**src/rtl/cdb_pkg.sv**
```systemverilog
// cdb_pkg: shared types and defaults for the CDB writeback arbiter.
//   FU_NUM     - default number of functional-unit result producers
//   ROB_W      - default ROB index width
//   PHYS_W     - default physical register index width
//   DW         - default result data width
//   cdb_pkt_t  - one broadcast packet at the default widths
//   out_state_t- occupancy of the registered CDB output stage
package cdb_pkg;

   localparam int unsigned FU_NUM = 4;
   localparam int unsigned ROB_W  = 4;
   localparam int unsigned PHYS_W = 6;
   localparam int unsigned DW     = 32;

   typedef struct packed {
      logic [ROB_W-1:0]  rob_idx;
      logic [1:0]        epoch;
      logic              mispredict;
      logic [PHYS_W-1:0] pd;
      logic [DW-1:0]     data;
   } cdb_pkt_t;

   typedef enum logic {
      OUT_EMPTY = 1'b0,
      OUT_FULL  = 1'b1
   } out_state_t;

endpackage

```
**src/rtl/cdb_arbiter_rr.sv**
```systemverilog
// rr_arbiter: round-robin pick with an optional priority subset.
//   req       in  NUM_REQ  candidate requests
//   prio      in  NUM_REQ  priority subset; if any req&prio bit is set, only
//                          those compete
//   ptr       in  IDX_W    highest-priority requester index
//   grant     out NUM_REQ  one-hot grant
//   grant_idx out IDX_W    index of the granted requester
//   grant_valid out 1      a grant was issued
module rr_arbiter #(
   parameter int unsigned NUM_REQ = 4,
   parameter int unsigned IDX_W   = (NUM_REQ > 1) ? $clog2(NUM_REQ) : 1
) (
   input  logic [NUM_REQ-1:0] req,
   input  logic [NUM_REQ-1:0] prio,
   input  logic [IDX_W-1:0]   ptr,
   output logic [NUM_REQ-1:0] grant,
   output logic [IDX_W-1:0]   grant_idx,
   output logic               grant_valid
);

   logic [NUM_REQ-1:0] cand;
   logic [IDX_W:0]     pos;

   always_comb begin
      cand        = ((req & prio) != '0) ? (req & prio) : req;
      grant       = '0;
      grant_idx   = '0;
      grant_valid = 1'b0;
      pos         = '0;
      // Walk ptr, ptr+1, ... with wrap; the first candidate seen wins.
      for (int unsigned k = 0; k < NUM_REQ; k++) begin
         pos = {1'b0, ptr} + (IDX_W+1)'(k);
         if (pos >= (IDX_W+1)'(NUM_REQ)) begin
            pos = pos - (IDX_W+1)'(NUM_REQ);
         end
         if (!grant_valid && cand[pos[IDX_W-1:0]]) begin
            grant_valid = 1'b1;
            grant_idx   = pos[IDX_W-1:0];
         end
      end
      if (grant_valid) begin
         grant[grant_idx] = 1'b1;
      end
   end

endmodule

```
**src/rtl/cdb_arbiter.sv**
```systemverilog
// cdb_arbiter: shares the single CDB writeback port among NUM_REQ result
// producers. Each requester owns a one-entry slot; a round-robin arbiter
// loads one candidate per cycle into a registered output stage that follows
// the wb_valid/wb_ready handshake. Flush empties everything; squash drops
// entries whose epoch differs from live_epoch.
// Optional feature macro: CDB_MISPRED_PRIO_EN (mispredicting results win
// over round-robin order).
// Ports:
//   clk, rst_n                 clock, async active-low reset
//   req_valid/req_ready        per-requester handshake
//   req_rob_idx/epoch/mispredict/pd/data   flattened per-requester fields
//   wb_valid/wb_ready          CDB broadcast handshake
//   wb_rob_idx/epoch/mispredict/pd/data    broadcast fields
//   flush_valid, squash_valid, live_epoch  invalidation controls
//   busy                       any slot or the output stage occupied
module cdb_arbiter #(
   parameter int unsigned NUM_REQ = cdb_pkg::FU_NUM,
   parameter int unsigned ROB_W   = cdb_pkg::ROB_W,
   parameter int unsigned PHYS_W  = cdb_pkg::PHYS_W,
   parameter int unsigned DW      = cdb_pkg::DW
) (
   input  logic                      clk,
   input  logic                      rst_n,
   input  logic [NUM_REQ-1:0]        req_valid,
   output logic [NUM_REQ-1:0]        req_ready,
   input  logic [NUM_REQ*ROB_W-1:0]  req_rob_idx,
   input  logic [NUM_REQ*2-1:0]      req_epoch,
   input  logic [NUM_REQ-1:0]        req_mispredict,
   input  logic [NUM_REQ*PHYS_W-1:0] req_pd,
   input  logic [NUM_REQ*DW-1:0]     req_data,
   output logic                      wb_valid,
   input  logic                      wb_ready,
   output logic [ROB_W-1:0]          wb_rob_idx,
   output logic [1:0]                wb_epoch,
   output logic                      wb_mispredict,
   output logic [PHYS_W-1:0]         wb_pd,
   output logic [DW-1:0]             wb_data,
   input  logic                      flush_valid,
   input  logic                      squash_valid,
   input  logic [1:0]                live_epoch,
   output logic                      busy
);

   import cdb_pkg::*;

   localparam int unsigned IDX_W = (NUM_REQ > 1) ? $clog2(NUM_REQ) : 1;

   typedef struct packed {
      logic [ROB_W-1:0]  rob_idx;
      logic [1:0]        epoch;
      logic              mispredict;
      logic [PHYS_W-1:0] pd;
      logic [DW-1:0]     data;
   } pkt_t;

   out_state_t         out_state, out_state_nx;
   pkt_t               out_pkt, out_pkt_nx;

   logic [NUM_REQ-1:0] slot_vld, slot_vld_nx, slot_load;
   pkt_t               slot_pkt [NUM_REQ];
   pkt_t               in_pkt   [NUM_REQ];
   pkt_t               cand_pkt [NUM_REQ];

   logic [NUM_REQ-1:0] slot_stale, in_stale, cand_vld, capture;
   logic [NUM_REQ-1:0] arb_req, arb_prio, grant;
   logic [IDX_W-1:0]   rr_ptr, grant_idx;
   logic               grant_valid;
   logic               out_fire, out_free;

   for (genvar g = 0; g < NUM_REQ; g++) begin : g_in
      assign in_pkt[g] = '{rob_idx:    req_rob_idx[g*ROB_W +: ROB_W],
                           epoch:      req_epoch[g*2 +: 2],
                           mispredict: req_mispredict[g],
                           pd:         req_pd[g*PHYS_W +: PHYS_W],
                           data:       req_data[g*DW +: DW]};
   end

   assign wb_valid = (out_state == OUT_FULL);
   assign out_fire = wb_valid && wb_ready;
   assign out_free = (out_state == OUT_EMPTY) || out_fire;
   assign busy     = (slot_vld != '0) || wb_valid;

   assign wb_rob_idx    = out_pkt.rob_idx;
   assign wb_epoch      = out_pkt.epoch;
   assign wb_mispredict = out_pkt.mispredict;
   assign wb_pd         = out_pkt.pd;
   assign wb_data       = out_pkt.data;

   // An empty slot offers the incoming request directly, so an uncontested
   // result reaches the output stage without first parking in its slot.
   always_comb begin
      slot_stale = '0;
      in_stale   = '0;
      cand_vld   = '0;
      for (int unsigned i = 0; i < NUM_REQ; i++) begin
         slot_stale[i] = squash_valid && (slot_pkt[i].epoch != live_epoch);
         in_stale[i]   = squash_valid && (in_pkt[i].epoch != live_epoch);
         cand_pkt[i]   = slot_vld[i] ? slot_pkt[i] : in_pkt[i];
         cand_vld[i]   = slot_vld[i] ? !slot_stale[i]
                                     : (req_valid[i] && !in_stale[i]);
      end
   end

   assign arb_req = (out_free && !flush_valid) ? cand_vld : '0;

`ifdef CDB_MISPRED_PRIO_EN
   logic [NUM_REQ-1:0] cand_mp;
   always_comb begin
      cand_mp = '0;
      for (int unsigned i = 0; i < NUM_REQ; i++) begin
         cand_mp[i] = cand_pkt[i].mispredict;
      end
   end
   assign arb_prio = cand_mp;
`else
   assign arb_prio = '0;
`endif

   rr_arbiter #(
      .NUM_REQ (NUM_REQ),
      .IDX_W   (IDX_W)
   ) u_rr (
      .req         (arb_req),
      .prio        (arb_prio),
      .ptr         (rr_ptr),
      .grant       (grant),
      .grant_idx   (grant_idx),
      .grant_valid (grant_valid)
   );

   assign req_ready = flush_valid ? '0 : (~slot_vld | grant);
   assign capture   = req_valid & req_ready;

   // Slot next state. A granted empty slot hands its input straight to the
   // output stage, so it stays empty; a stale capture is accepted and dropped.
   always_comb begin
      slot_vld_nx = '0;
      slot_load   = '0;
      for (int unsigned i = 0; i < NUM_REQ; i++) begin
         if (flush_valid) begin
            slot_vld_nx[i] = 1'b0;
         end else if (capture[i]) begin
            slot_load[i]   = 1'b1;
            slot_vld_nx[i] = !in_stale[i] && !(grant[i] && !slot_vld[i]);
         end else begin
            slot_vld_nx[i] = slot_vld[i] && !grant[i] && !slot_stale[i];
         end
      end
   end

   always_comb begin
      out_state_nx = out_state;
      out_pkt_nx   = out_pkt;
      if (flush_valid) begin
         out_state_nx = OUT_EMPTY;
      end else if (grant_valid) begin
         out_state_nx = OUT_FULL;
         out_pkt_nx   = cand_pkt[grant_idx];
      end else if (out_fire) begin
         out_state_nx = OUT_EMPTY;
      end else if (squash_valid && (out_pkt.epoch != live_epoch)) begin
         out_state_nx = OUT_EMPTY;
      end
   end

   always_ff @(posedge clk or negedge rst_n) begin
      if (!rst_n) begin
         out_state <= OUT_EMPTY;
         out_pkt   <= '0;
         rr_ptr    <= '0;
         slot_vld  <= '0;
         for (int unsigned i = 0; i < NUM_REQ; i++) begin
            slot_pkt[i] <= '0;
         end
      end else begin
         out_state <= out_state_nx;
         out_pkt   <= out_pkt_nx;
         slot_vld  <= slot_vld_nx;
         for (int unsigned i = 0; i < NUM_REQ; i++) begin
            if (slot_load[i]) begin
               slot_pkt[i] <= in_pkt[i];
            end
         end
         if (grant_valid) begin
            rr_ptr <= (grant_idx == IDX_W'(NUM_REQ-1)) ? '0 : grant_idx + 1'b1;
         end
      end
   end

endmodule
```
**config.mk**
```make
export PLATFORM = sky130hd
export DESIGN_NAME = cdb_arbiter
export DESIGN_NICKNAME = d
export VERILOG_FILES = /design/src/rtl/cdb_pkg.sv /design/src/rtl/cdb_arbiter_rr.sv /design/src/rtl/cdb_arbiter.sv
export SDC_FILE = /design/constraint.sdc
export NUM_CORES = 1
export LEC_CHECK = 0
export BUFFER_PORTS_ARGS = -buffer_cell sky130_fd_sc_hd__buf_2
export CORE_MARGIN = 1.5
export CORE_UTILIZATION = 42
export CTS_CLUSTER_SIZE = 12
export DETAILED_ROUTE_END_ITERATION = 10
export PLACE_DENSITY = 0.69
export SKIP_CTS_REPAIR_TIMING = 1
export SYNTH_ARGS = -nofsm -noshare
export SYNTH_HDL_FRONTEND = slang
export SYNTH_SLANG_ARGS = --single-unit
```
**constraint.sdc**
```tcl
create_clock -name clk -period 4.6 [get_ports clk]
set_input_delay 0.92 -clock clk [delete_from_list [all_inputs] [get_ports clk]]
set_output_delay 0.92 -clock clk [all_outputs]
set_load 0.03 [all_outputs]
```
==> results_dict.tcl <==
set metrics [dict create \
    crit_required_ns 3.68 \
    io_pins 242 \
    cts_buffer_depth 3 \
    placedInstanceArea_mm2 0.0141 \
    clk_root_buffer_cell "clkbuf_16" \
    area_growth_pct 19.7 \
    die_height_um 176 \
    dr.pass1.iters 5 \
    die_area_mm2 0.0309 \
    routed_wl_um 34500 \
    cts_tree "done" \
    period_needed_ns 4.19 \
    cts_buffers 27 \
    cp.arrival_ns 3.27 \
    drv_slew 0 \
    p_switching_mw 2.65 \
    ys_warn_count 0 \
    status "completed" \
    p_comb_share_pct 33.2 \
    fmaxAchievable_mhz 239 \
    hold_viol_final 0 \
    ant_nets 0 \
    clk_latency_ns 0.52 \
    power_leakage_nw 6.51 \
    syn_nets 1156 \
    holdWs_ns 0.412 \
    syn_area_per_cell_um2 13.0 \
    holdCritPathClass "primary input to async pin" \
    first_global_vias 9340 \
    setup_viol 0 \
    synth_seq_cells 232 \
    h-tree-depth 1 \
    powerDensity_mw_per_mm2 509 \
    cp-end-kind "primary output" \
    grt_pass1_wl_um 53700 \
    place_hpwl_um 22900 \
    worst_pin_slew_ns 0.834 \
    antenna_found_initial 13 \
    synthCells 961 \
    vdd_drop_max_mv 0.391 \
    synth.lib_cells_used.distinct 49 \
    syn-cell-area_mm2 0.0125 \
    final_util_pct 50.8 \
    io_buffers 241 \
    drive_gt1_share_pct 44.3 \
    fill_cells 2631 \
    rows 63 \
    wire_per_inst_um 21.6 \
    drc_errors 0 \
    clock_skew_ns 0.0112 \
    num_vias 9064 \
    setup_tns_ns 0 \
    final_area_mm2 0.0150 \
    clockPowerShare_pct 27.9 \
    overflow 0 \
    via_per_inst 5.67 \
    cts.clk_slew.worst_paths_ns 0.06 \
    cp-start-kind "primary input" \
    dieWidth_um 176 \
    initialDrtViolationCount 570 \
    final_common_cell "buf_2" \
    nNetsFinal 1376 \
    grtUsageTotal_pct 22.2 \
    relSlewSlack_pct 44.4 \
    p_int_mw 4.97 \
    p_sw_share_pct 34.8 \
    fin_crit_sh_pct 91.0 \
    drv_cap 0 \
    detailedPlace.worstSlack_ns 0.439 \
    final_cell_mix "240 x buf_2, 228 x dfrtp_1, 194 x mux2_2" \
    p_seq_share_pct 38.8 \
    ys_seq_area_share_pct 46.4 \
    setup_ws_ns 0.414 \
    crit_fanout 9 \
    cts.sink_count 232 \
    critPathKind "primary input to primary output" \
    gp_congestion 0.869 \
    initial_core_util_pct 42.5 \
    core_area_mm2 0.0295 \
    rsz0062_at_grt "no" \
    grt_max_degree 102 \
]
-- worst max-delay path, stage by stage --
cell and delay (ns):
buf_2 0.25, xor2_1 0.19, o21ai_1 0.10, a22o_1 0.28, or3_2 0.46, and3_2 0.30
inv_12 0.07, ha_1 0.15, o21ai_2 0.10, a21oi_1 0.20, buf_2 0.23
-- metrics by stage --
| step | total power, mW | std cells |
|---|---|---|
| 2_1_floorplan | 4.72 | 961 |
| 3_3_place_gp | 5.45 | 1542 |
| 3_5_place_dp | 5.52 | 1542 |
| 4_1_cts | 7.68 | 1589 |
| 5_1_grt | 7.99 | 1596 |
| 6_report | 7.62 | 1599 |
-- path summary, 6_finish.rpt --
check	start	endpoint	slack, ns	cells after the start
min in group clk	slot_pkt[78]	slot_pkt[78]	0.48	1
hold / removal	rst_n	slot_pkt[50]	0.41	1
hold reg to reg	slot_pkt[78]	slot_pkt[78]	0.48	1
setup / recovery	live_epoch[1]	req_ready[2]	0.41	11
setup reg to reg	slot_vld[3]	slot_pkt[66]	1.15	10
max in group asynchronous	rst_n	slot_vld[1]	3.15	2
-- metal layers --
metal  track usage (%)  part of all wire (%)  up-vias
li1                  -                     -     4114
met1              28.9                    43     4614
met2              36.9                    48      277
met3              5.65                   7.1       53
met4              5.98                   2.1        6
met5                 0                  0.11        -
-- cells in the mapped netlist (all sizes together) --
master     n  area (um2)
a21o       1        7.51
dfrtp    232        5810
a31oi     45         282
o2111a     1        11.3
xor2      12         105
nand2      6        22.5
a211oi    49         418
a22oi      1        7.51
and3       1        6.26
nor2b      2        12.5
o31ai      2        28.8
or3        1        6.26
nor4       2        12.5
a32oi      2        25.0
nor3       5        30.0
nand3      4        20.0
o31a       1        10.0
xnor2      6        52.6
nand2b     3        18.8
o32ai      1        16.3
a21oi      9        45.0
o21ai     11        70.1
a221o     45         450
o2111ai    1        8.76
a22o       3        26.3
buf       35         322
a311oi     1        8.76
nor2      10        37.5
a21boi     1        7.51
or2        3        18.8
mux2     226        2540
ha         4        50.1
o211ai     1        7.51
inv        7        38.8
clkbuf    46         174
mux2i    181        1810
-- cell families after synthesis --
| family | after synthesis | share of synthesized area, % |
|---|---|---|
| multiplexers | 407 | 34.8 |
| AND/OR/NAND/NOR | 37 | 1.48 |
| flip-flops | 232 | 46.4 |
| adder cells (fa/ha/maj) | 4 | 0.400 |
| XOR/XNOR | 18 | 1.26 |
| buffers and inverters | 88 | 4.27 |
| AO/OA/AOI/OAI | 175 | 11.4 |
-- sequential cells by signal, indices dropped and copies added (netlist names) --
signal and count:
wb_rob_idx 4, wb_valid 1, rr_ptr 2, wb_data 32
slot_pkt 180, slot_vld 4, wb_epoch 2, wb_pd 6
wb_mispredict 1
-- power groups by stage --
| stage | Clock (mW) | Combinational, mW | Sequential (mW) |
|---|---|---|---|
| floorplan | 0 | 1.44 | 3.28 |
| global placement | 0 | 2.49 | 2.96 |
| detailed placement | 0 | 2.54 | 2.98 |
| CTS | 2.18 | 2.55 | 2.95 |
| global route | 2.25 | 2.71 | 3.03 |
| finish | 2.13 | 2.53 | 2.96 |
-- layout make-up --
class                      count  area, um2  area share [%]
sequential                   232       5820            38.8
timing repair buffer         272       1520            10.2
antenna                       10       25.0           0.167
clock buffer                  40        785            5.24
inverter                       7       38.8           0.259
multi-input combinational    641       6220            41.5
tap                          390        488            3.26
clock inverter                 7       87.6           0.585
No activity file was read; power rests on OpenSTA's default activity.
